### src/rtl/tricolor_sweep_ctrl_if.sv
`default_nettype none
// ============================================================================
// Module   : tricolor_sweep_ctrl_if
// Purpose  : Bundles the board-side and comparator-side signals of the
//            tricolor sweep controller.
// Modports : master - the controller (drives operands, LEDs, counters, status)
//            slave  - the board/comparator side (drives requests and results)
// Signals  : start, mode, a_in[1:0], b_in[1:0]      job request
//            a_out[1:0], b_out[1:0]                 operands to comparator
//            red_in, green_in, blue_in              comparator result
//            led_r, led_g, led_b                    registered last result
//            red_cnt, green_cnt, blue_cnt [CNT_W]   outcome tallies
//            busy, done, err                        status
// Revision : 1.0 - initial release
// ============================================================================
interface tricolor_sweep_ctrl_if #(
  parameter int CNT_W = 5
);
  logic             start;
  logic             mode;
  logic [1:0]       a_in;
  logic [1:0]       b_in;
  logic [1:0]       a_out;
  logic [1:0]       b_out;
  logic             red_in;
  logic             green_in;
  logic             blue_in;
  logic             led_r;
  logic             led_g;
  logic             led_b;
  logic [CNT_W-1:0] red_cnt;
  logic [CNT_W-1:0] green_cnt;
  logic [CNT_W-1:0] blue_cnt;
  logic             busy;
  logic             done;
  logic             err;

  modport master (
    input  start, mode, a_in, b_in, red_in, green_in, blue_in,
    output a_out, b_out, led_r, led_g, led_b,
           red_cnt, green_cnt, blue_cnt, busy, done, err
  );

  modport slave (
    output start, mode, a_in, b_in, red_in, green_in, blue_in,
    input  a_out, b_out, led_r, led_g, led_b,
           red_cnt, green_cnt, blue_cnt, busy, done, err
  );
endinterface
`default_nettype wire

### src/rtl/tricolor_sweep_ctrl.sv
`default_nettype none
// ============================================================================
// Module   : tricolor_sweep_ctrl
// Purpose  : Sequencer for the tricolor 2-bit magnitude comparator. Runs a
//            sweep of all 16 operand pairs or a single user pair, holds each
//            pair HOLD_CYCLES cycles, registers the colour onto the LEDs and
//            tallies red (a>b) / green (a==b) / blue (a<b) outcomes.
// Ports    : clk   - system clock, rising edge
//            reset - synchronous active-high reset
//            bus   - tricolor_sweep_ctrl_if.master (request, operands,
//                    comparator results, LEDs, counters, busy/done/err)
// Params   : HOLD_CYCLES (>=1) cycles per operand pair
//            CNT_W (>=5) outcome counter width
// Options  : TRICOLOR_SWEEP_CHECK_EN - when defined, a sticky err flag is set
//            if the comparator result is not the expected one-hot colour.
//            Undefined: err is tied low.
// Revision : 1.0 - initial release
// ============================================================================
module tricolor_sweep_ctrl #(
  parameter int HOLD_CYCLES = 4,
  parameter int CNT_W       = 5
) (
  input  wire logic            clk,
  input  wire logic            reset,
  tricolor_sweep_ctrl_if.master bus
);

  // Hold counter needs at least one bit even when HOLD_CYCLES == 1.
  localparam int HC_W = (HOLD_CYCLES > 1) ? $clog2(HOLD_CYCLES) : 1;
  localparam logic [HC_W-1:0] c_HOLD_LAST = HC_W'(HOLD_CYCLES - 1);

  typedef enum logic [1:0] {
    S_IDLE  = 2'd0,
    S_DRIVE = 2'd1,
    S_DONE  = 2'd2
  } state_t;

  state_t           r_state;
  logic             r_mode;
  logic [3:0]       r_idx;
  logic [HC_W-1:0]  r_hold;
  logic             r_led_r;
  logic             r_led_g;
  logic             r_led_b;
  logic [CNT_W-1:0] r_red_cnt;
  logic [CNT_W-1:0] r_green_cnt;
  logic [CNT_W-1:0] r_blue_cnt;
  logic             r_busy;
  logic             r_done;

  function automatic logic [CNT_W-1:0] sat_inc(input logic [CNT_W-1:0] v);
    return (&v) ? v : v + CNT_W'(1);
  endfunction

`ifdef TRICOLOR_SWEEP_CHECK_EN
  logic       r_err;
  logic [2:0] w_exp;
  // Expected colour for the operands currently on the comparator.
  assign w_exp = {(r_idx[3:2] > r_idx[1:0]),
                  (r_idx[3:2] == r_idx[1:0]),
                  (r_idx[3:2] < r_idx[1:0])};
`endif

  always_ff @(posedge clk) begin
    if (reset) begin
      r_state     <= S_IDLE;
      r_mode      <= 1'b0;
      r_idx       <= 4'd0;
      r_hold      <= '0;
      r_led_r     <= 1'b0;
      r_led_g     <= 1'b0;
      r_led_b     <= 1'b0;
      r_red_cnt   <= '0;
      r_green_cnt <= '0;
      r_blue_cnt  <= '0;
      r_busy      <= 1'b0;
      r_done      <= 1'b0;
`ifdef TRICOLOR_SWEEP_CHECK_EN
      r_err       <= 1'b0;
`endif
    end else begin
      r_done <= 1'b0;
      case (r_state)
        S_IDLE: begin
          r_busy <= 1'b0;
          if (bus.start) begin
            r_mode      <= bus.mode;
            r_red_cnt   <= '0;
            r_green_cnt <= '0;
            r_blue_cnt  <= '0;
            r_hold      <= '0;
            r_idx       <= bus.mode ? {bus.a_in, bus.b_in} : 4'd0;
            r_busy      <= 1'b1;
            r_state     <= S_DRIVE;
`ifdef TRICOLOR_SWEEP_CHECK_EN
            r_err       <= 1'b0;
`endif
          end
        end
        S_DRIVE: begin
          if (r_hold == c_HOLD_LAST) begin
            r_led_r <= bus.red_in;
            r_led_g <= bus.green_in;
            r_led_b <= bus.blue_in;
            if (bus.red_in)   r_red_cnt   <= sat_inc(r_red_cnt);
            if (bus.green_in) r_green_cnt <= sat_inc(r_green_cnt);
            if (bus.blue_in)  r_blue_cnt  <= sat_inc(r_blue_cnt);
`ifdef TRICOLOR_SWEEP_CHECK_EN
            if ({bus.red_in, bus.green_in, bus.blue_in} != w_exp) r_err <= 1'b1;
`endif
            r_hold <= '0;
            // Single-pair jobs and the last sweep pair finish here; idx
            // never wraps back to 0.
            if (r_mode || (r_idx == 4'hF)) begin
              r_busy  <= 1'b0;
              r_done  <= 1'b1;
              r_state <= S_DONE;
            end else begin
              r_idx <= r_idx + 4'd1;
            end
          end else begin
            r_hold <= r_hold + HC_W'(1);
          end
        end
        S_DONE: begin
          r_busy  <= 1'b0;
          r_state <= S_IDLE;
        end
        default: begin
          r_busy  <= 1'b0;
          r_state <= S_IDLE;
        end
      endcase
    end
  end

  assign bus.a_out     = r_idx[3:2];
  assign bus.b_out     = r_idx[1:0];
  assign bus.led_r     = r_led_r;
  assign bus.led_g     = r_led_g;
  assign bus.led_b     = r_led_b;
  assign bus.red_cnt   = r_red_cnt;
  assign bus.green_cnt = r_green_cnt;
  assign bus.blue_cnt  = r_blue_cnt;
  assign bus.busy      = r_busy;
  assign bus.done      = r_done;
`ifdef TRICOLOR_SWEEP_CHECK_EN
  assign bus.err       = r_err;
`else
  assign bus.err       = 1'b0;
`endif

endmodule
`default_nettype wire

### src/flat_wrapper.sv
// flat-port wrapper written by rule: the top's interface ports become plain ports
module tricolor_sweep_ctrl_flat 
#(
  parameter int HOLD_CYCLES = 4,
  parameter int CNT_W       = 5
)
  (clk, reset, bus_start, bus_mode, bus_a_in, bus_b_in, bus_red_in, bus_green_in, bus_blue_in, bus_a_out, bus_b_out, bus_led_r, bus_led_g, bus_led_b, bus_red_cnt, bus_green_cnt, bus_blue_cnt, bus_busy, bus_done, bus_err);
  tricolor_sweep_ctrl_if #(.CNT_W(CNT_W)) bus_i ();
  input  wire logic clk;
  input  wire logic reset;
  input wire logic [$bits(bus_i.start)-1:0] bus_start;
  input wire logic [$bits(bus_i.mode)-1:0] bus_mode;
  input wire logic [$bits(bus_i.a_in)-1:0] bus_a_in;
  input wire logic [$bits(bus_i.b_in)-1:0] bus_b_in;
  input wire logic [$bits(bus_i.red_in)-1:0] bus_red_in;
  input wire logic [$bits(bus_i.green_in)-1:0] bus_green_in;
  input wire logic [$bits(bus_i.blue_in)-1:0] bus_blue_in;
  output wire logic [$bits(bus_i.a_out)-1:0] bus_a_out;
  output wire logic [$bits(bus_i.b_out)-1:0] bus_b_out;
  output wire logic [$bits(bus_i.led_r)-1:0] bus_led_r;
  output wire logic [$bits(bus_i.led_g)-1:0] bus_led_g;
  output wire logic [$bits(bus_i.led_b)-1:0] bus_led_b;
  output wire logic [$bits(bus_i.red_cnt)-1:0] bus_red_cnt;
  output wire logic [$bits(bus_i.green_cnt)-1:0] bus_green_cnt;
  output wire logic [$bits(bus_i.blue_cnt)-1:0] bus_blue_cnt;
  output wire logic [$bits(bus_i.busy)-1:0] bus_busy;
  output wire logic [$bits(bus_i.done)-1:0] bus_done;
  output wire logic [$bits(bus_i.err)-1:0] bus_err;
  assign bus_i.start = bus_start;
  assign bus_i.mode = bus_mode;
  assign bus_i.a_in = bus_a_in;
  assign bus_i.b_in = bus_b_in;
  assign bus_i.red_in = bus_red_in;
  assign bus_i.green_in = bus_green_in;
  assign bus_i.blue_in = bus_blue_in;
  assign bus_a_out = bus_i.a_out;
  assign bus_b_out = bus_i.b_out;
  assign bus_led_r = bus_i.led_r;
  assign bus_led_g = bus_i.led_g;
  assign bus_led_b = bus_i.led_b;
  assign bus_red_cnt = bus_i.red_cnt;
  assign bus_green_cnt = bus_i.green_cnt;
  assign bus_blue_cnt = bus_i.blue_cnt;
  assign bus_busy = bus_i.busy;
  assign bus_done = bus_i.done;
  assign bus_err = bus_i.err;
  tricolor_sweep_ctrl #(.HOLD_CYCLES(HOLD_CYCLES), .CNT_W(CNT_W)) u_core (.clk(clk), .reset(reset), .bus(bus_i));
endmodule
### config.mk
export PLATFORM = sky130hd
export DESIGN_NAME = tricolor_sweep_ctrl_flat
export DESIGN_NICKNAME = d
export VERILOG_FILES = /design/src/rtl/tricolor_sweep_ctrl_if.sv /design/src/rtl/tricolor_sweep_ctrl.sv /design/src/flat_wrapper.sv
export SDC_FILE = /design/constraint.sdc
export NUM_CORES = 1
export LEC_CHECK = 0
export CORE_MARGIN = 2
export CORE_UTILIZATION = 35
export DETAILED_ROUTE_END_ITERATION = 10
export RECOVER_POWER = 100
export SETUP_SLACK_MARGIN = 0.3
export SLEW_MARGIN = 20
export SYNTH_ARGS = -nofsm -noshare
export SYNTH_HDL_FRONTEND = slang
export SYNTH_SLANG_ARGS = --single-unit
### constraint.sdc
create_clock -name clk -period 2.4 [get_ports clk]
set_input_delay 0.48 -clock clk [delete_from_list [all_inputs] [get_ports clk]]
set_output_delay 0.48 -clock clk [all_outputs]
set_load 0.02 [all_outputs]
Word level (Yosys, flattened, before mapping)
Cells that the tools add are included.
{ "word_totals": {"ff_bits": 29, "in_bits": 11, "out_inout_bits": 25, "elab_cells": 78} }
{ "classes": {"add_sub_neg": 5, "eq_ne": 13, "muxes": 30, "bitwise": 2, "reduce_logical": 16} }
{ "op_table": {"columns": ["op", "count"], "rows": [
  ["$mux W5", 10],
  ["$pmux W5 S2", 3],
  ["$reduce_and A5 Y1", 6],
  ["$mux W4", 4],
  ["$ne A2 B2 Y1 const B", 8],
  ["$add A5 B1 Y5 const B", 3],
  ["$mux W2", 5],
  ["$pmux W2 S2", 2],
  ["$pmux W4 S2", 1],
  ["$reduce_and A2 Y1", 4],
  ["$add A4 B1 Y4 const B", 1],
  ["$eq A4 B4 Y1 const B", 1],
  ["$mux W1", 4],
  ["$ne A2 B1 Y1 const B", 2],
  ["$reduce_and A4 Y1", 1],
  ["$reduce_and A3 Y1", 1],
  ["$reduce_or A3 Y1", 1],
  ["$add A2 B1 Y2 const B", 1],
  ["$eq A2 B1 Y1 const B", 1],
  ["$eq A2 B2 Y1 const B", 1],
  ["$logic_not A2 Y1", 1],
  ["$not A1 Y1", 2],
  ["$pmux W1 S2", 1],
  ["$reduce_bool A2 Y1", 1],
  ["$logic_or A1 B1 Y1", 1]
]} }

Longest topological paths before layout
{ "depth": {"word_depth": 5, "depth_mapped": 7, "depth_no_buf": 7} }

Least setup slack after synthesis
OpenSTA, ideal clock, no wires.
{ "synth_timing": {"kind": "reg-to-reg", "from": "register u_core.r_blue_cnt[0] (netlist: u_core.bus.blue_cnt[0])", "to": "register u_core.r_blue_cnt[3] (netlist: u_core.bus.blue_cnt[3])", "setup_ns": 0.132, "arrival_ns": 1.688, "required_ns": 2.268, "slack_ns": 0.580, "path_stages_with_launch": 8, "n_path_buf": 0, "period_less_slack_ns": 1.820, "path_cell_list": "dfxtp_1 -> ha_1 -> and3_1 -> ha_1 -> nand4b_1 -> a21oi_2 -> mux2i_1 -> a21oi_1"} }
{ "synth_via": {"elab_chain_cells": 5, "elab_cells_between_ends": 8, "cone_classes": "1 x add/sub; 1 x eq/ne; 4 x mux; 2 x reduce/logical"} }
{ "synth_lines": {"columns": ["item", "line", "source"], "rows": [
  ["start, declared", "tricolor_sweep_ctrl.sv:47", "logic [CNT_W-1:0] r_blue_cnt;"],
  ["start signal, assigned", "tricolor_sweep_ctrl.sv:107", "if (bus.blue_in) r_blue_cnt <= sat_inc(r_blue_cnt);"],
  ["$add A5 B1 Y5", "tricolor_sweep_ctrl.sv:52", "return (&v) ? v : v + CNT_W'(1);"],
  ["$mux W5", "tricolor_sweep_ctrl.sv:52", null],
  ["$mux W5", "tricolor_sweep_ctrl.sv:107", null],
  ["$mux W5", "tricolor_sweep_ctrl.sv:101", "if (r_hold == c_HOLD_LAST) begin"],
  ["$pmux W5 S2", "tricolor_sweep_ctrl.sv:83", "case (r_state)"]
]} }
Several ways; a longest one is shown, not always the timed one. The select of a mux whose other input is x is not followed.
A chain may end at the register's enable or synchronous reset.

Final worst setup path
{ "layout_timing": {"from": "register u_core.r_green_cnt[0] (netlist: u_core.bus.green_cnt[0])", "to": "register u_core.r_green_cnt[3] (netlist: u_core.bus.green_cnt[3])"} }
{ "layout_via": {"elab_chain_cells": 5, "elab_cells_between_ends": 8, "cone_classes": "1 x add/sub; 1 x eq/ne; 4 x mux; 2 x reduce/logical"} }
{ "layout_lines": {"columns": ["item", "line", "source"], "rows": [
  ["start, declared", "tricolor_sweep_ctrl.sv:46", "logic [CNT_W-1:0] r_green_cnt;"],
  ["start signal, assigned", "tricolor_sweep_ctrl.sv:106", "if (bus.green_in) r_green_cnt <= sat_inc(r_green_cnt);"],
  ["$add A5 B1 Y5", "tricolor_sweep_ctrl.sv:52", null],
  ["$mux W5", "tricolor_sweep_ctrl.sv:52", null],
  ["$mux W5", "tricolor_sweep_ctrl.sv:106", null],
  ["$mux W5", "tricolor_sweep_ctrl.sv:101", null],
  ["$pmux W5 S2", "tricolor_sweep_ctrl.sv:83", null]
]} }
Several ways; a longest one is shown, not always the timed one. The select of a mux whose other input is x is not followed.

==> results.tsv <==
metric	value	unit
syn2layout_area_growth	27.0	%
setup_viol	0	
nets	221	
final-instance-count-excl-fill	253	
num_io_pins	36	
crit_buf_inv	0	
status	complete, no violations	
syn-instance-count	165	
synth_area	1560	µm²
fp.dieArea	5020	µm²
synth_nets	184	
initial_core_util	0.361	
cp-end-kind	flip-flop	
cts_tree	done	
max_slew_margin	0.589	
avgSynthCellArea	9.47	µm²
crit_path_start_kind	flip-flop	
path_max_fanout	8	
mostFrequentLayoutCell	dfxtp_1	
totalWireLength	3580	µm
cts-resized-gates	0	
antenna_found_initial	0	
die_x	70.8	µm
rsz0062_at_grt	false	
ctsHoldBuffers	0	
htreeDepth	2	
cts_buffers	5	
post_cts_buffers	0	
synth_top_cell_area_share	0.371	
ys_top_cells_by_area	dfxtp_1 (37%), ha_1 (6.4%), a21oi_1 (6.1%), nand2b_1 (5.2%), nand3_1 (4.8%)	
rows	24	
wl_per_cell	14.2	µm
place_area	1950	µm²
critPathArrivalTime	2.22	ns
coreArea	4320	µm²
powerDensity	502	nW/µm²
p_clk_frac	0.360	
hold_violations	0	
fillCellCount	443	
firstDrtPassIters	4	
p_leak	0.824	nW
viasPerCell	5.33	
grt_overflow_total	0	
synth.distinct_cells	45	
top_usage_layer	met2	
final_antenna_net_count	0	
synth_area_leader_cell	dfxtp_1	
numPlacedInstances	247	
final_cell_area	1980	µm²
p_switching	0.251	mW
drc	0	
finalClockSkew	0.00524	ns
ir_drop	0.299	mV
vias	1348	
ys_async_sr_fraction	0	
die_height	70.8	µm
drive_gt1_frac	0.0846	
use_met1	0.186	
clock-sinks	29	
grt_max_degree	17	
gp_congestion	0.789	
period_share	0.860	
crit_slowest_cell	a21oi_1	
tightestPinTransition	0.615	ns
drt-initial-drc-count	56	
power_frac_seq	0.508	
final_cell_mix	dfxtp_1 (29), dlygate4sd3_1 (26), a21oi_1 (21), nand3_1 (15), nand2b_1 (13)	
p_sw_frac	0.253	
synth_edf_count	0	
period_needed	2.06	ns
ys.flop_type	dfxtp_1	
grt_pass1_vias	1359	
whs	0.484	ns
grtUsageMet2	0.251	
worstPathCellList	ha_1 > and3_1 > ha_1 > nand4b_4 > a21oi_1 > mux2i_1 > a21oi_1	
crit_type	reg2reg	
io_buffers	34	
ys_ff_latch	29	
tns	0	ns
synth-seq-area-share	0.371	
cp.required	2.56	ns
hold_class	reg2reg	
grt_usage	0.151	
cts_buffer_depth	2	
critPathMaxStageDelay	0.50	ns
dp_hpwl	2600	µm
pwr-share-comb	0.132	
use_met3	0.0556	
slew_violations	0	
p_int	0.744	mW
grt_pass1_wl	6100	µm
clkLatencyLatePin	0.27	ns
n_antenna_cell	0	
path_clk_slew	0.06	ns
path_delay_family	compound AO/OA/AOI/OAI gates	
yosysWarnings	0	
drv_cap	0	
root_buffer	clkbuf_8	
fmax	485	MHz
==> routing by layer <==
layer	part of all wire	vias up
li1	-	674
met1	0.47	638
met2	0.48	34
met3	0.048	2
met4	0.0039	0
met5	0	-
==> flip-flops by register name, summed over array words and instances, names as in the netlist <==
signal                count
u_core.bus.red_cnt        5
u_core.bus.led_g          1
u_core.bus.done           1
u_core.bus.led_r          1
u_core.r_hold             2
u_core.bus.busy           1
u_core.r_state            2
u_core.r_idx              4
u_core.bus.blue_cnt       5
u_core.bus.green_cnt      5
u_core.bus.led_b          1
u_core.r_mode             1
==> cells in the mapped netlist, types with 2 or more instances <==
cell / count
o21a_1: 2
dfxtp_1: 29
nand3b_1: 3
a21oi_4: 2
clkbuf_1: 3
nor2_1: 8
buf_4: 2
inv_1: 2
nand4b_4: 2
and3_1: 3
ha_1: 8
nand2b_1: 13
a31oi_1: 2
mux2i_1: 6
nand2_1: 6
nand3_1: 15
o21ai_0: 3
nor3b_1: 6
buf_2: 3
or3_1: 2
a211oi_1: 2
and4bb_1: 2
a21oi_1: 19
==> cells by family after synthesis <==
| kind of cell | count (synthesis) | synth area share |
|---|---|---|
| adders and majority gates | 8 | 0.0641 |
| and+or+nand+nor | 67 | 0.291 |
| muxes | 6 | 0.0384 |
| xor gates and xnor gates | 1 | 0.00561 |
| DFF | 29 | 0.371 |
| AOI/OAI and AO/OA | 42 | 0.189 |
| buffers and inverters | 11 | 0.0384 |
| other | 1 | 0.00240 |
==> worst paths after layout <==
check / start / endpoint / slack, ns / depth (start not counted)
setup reg to reg: u_core.bus.green_cnt[0] / u_core.bus.green_cnt[3] / 0.34 / 7
hold reg to reg: u_core.r_hold[1] / u_core.r_hold[1] / 0.48 / 2
setup / recovery: u_core.bus.green_cnt[0] / u_core.bus.green_cnt[3] / 0.34 / 7
hold / removal: u_core.r_hold[1] / u_core.r_hold[1] / 0.48 / 2
==> tightest hold or removal path, delay by kind of cell, from the launching register on <==
family             cells  cell delay (ns)
AOI/OAI and AO/OA      2             0.13
DFF                    1             0.31
==> final cells by class <==
cell class	instances	area [µm²]	share of cell area
flip-flops and latches	29	581	0.293
clock inverters	1	5.00	0.00252
clock buffers	5	68.8	0.0347
repair buffers	39	378	0.190
inverters	2	7.51	0.00378
well taps	52	65.1	0.0328
multi-input cells	125	880	0.443
==> per-stage QoR <==
step / util / setup slack, ns / total power, mW
finish: 0.459 / 0.337 / 0.995
global route: 0.459 / 0.185 / 1.05
CTS: 0.469 / 0.501 / 1.02
detailed placement: 0.452 / 0.390 / 0.655
global placement: 0.452 / 0.419 / 0.651
floorplan: - / 0.580 / 0.600
==> power groups by stage <==
stage	Sequential (mW)	Combinational [mW]	Clock [mW]
after floorplan	0.523	0.0766	0
after global placement	0.515	0.136	0
after detailed placement	0.516	0.139	0
after CTS	0.506	0.140	0.372
after global routing	0.507	0.144	0.399
final	0.506	0.131	0.359
No activity file was read; power rests on OpenSTA's default activity.
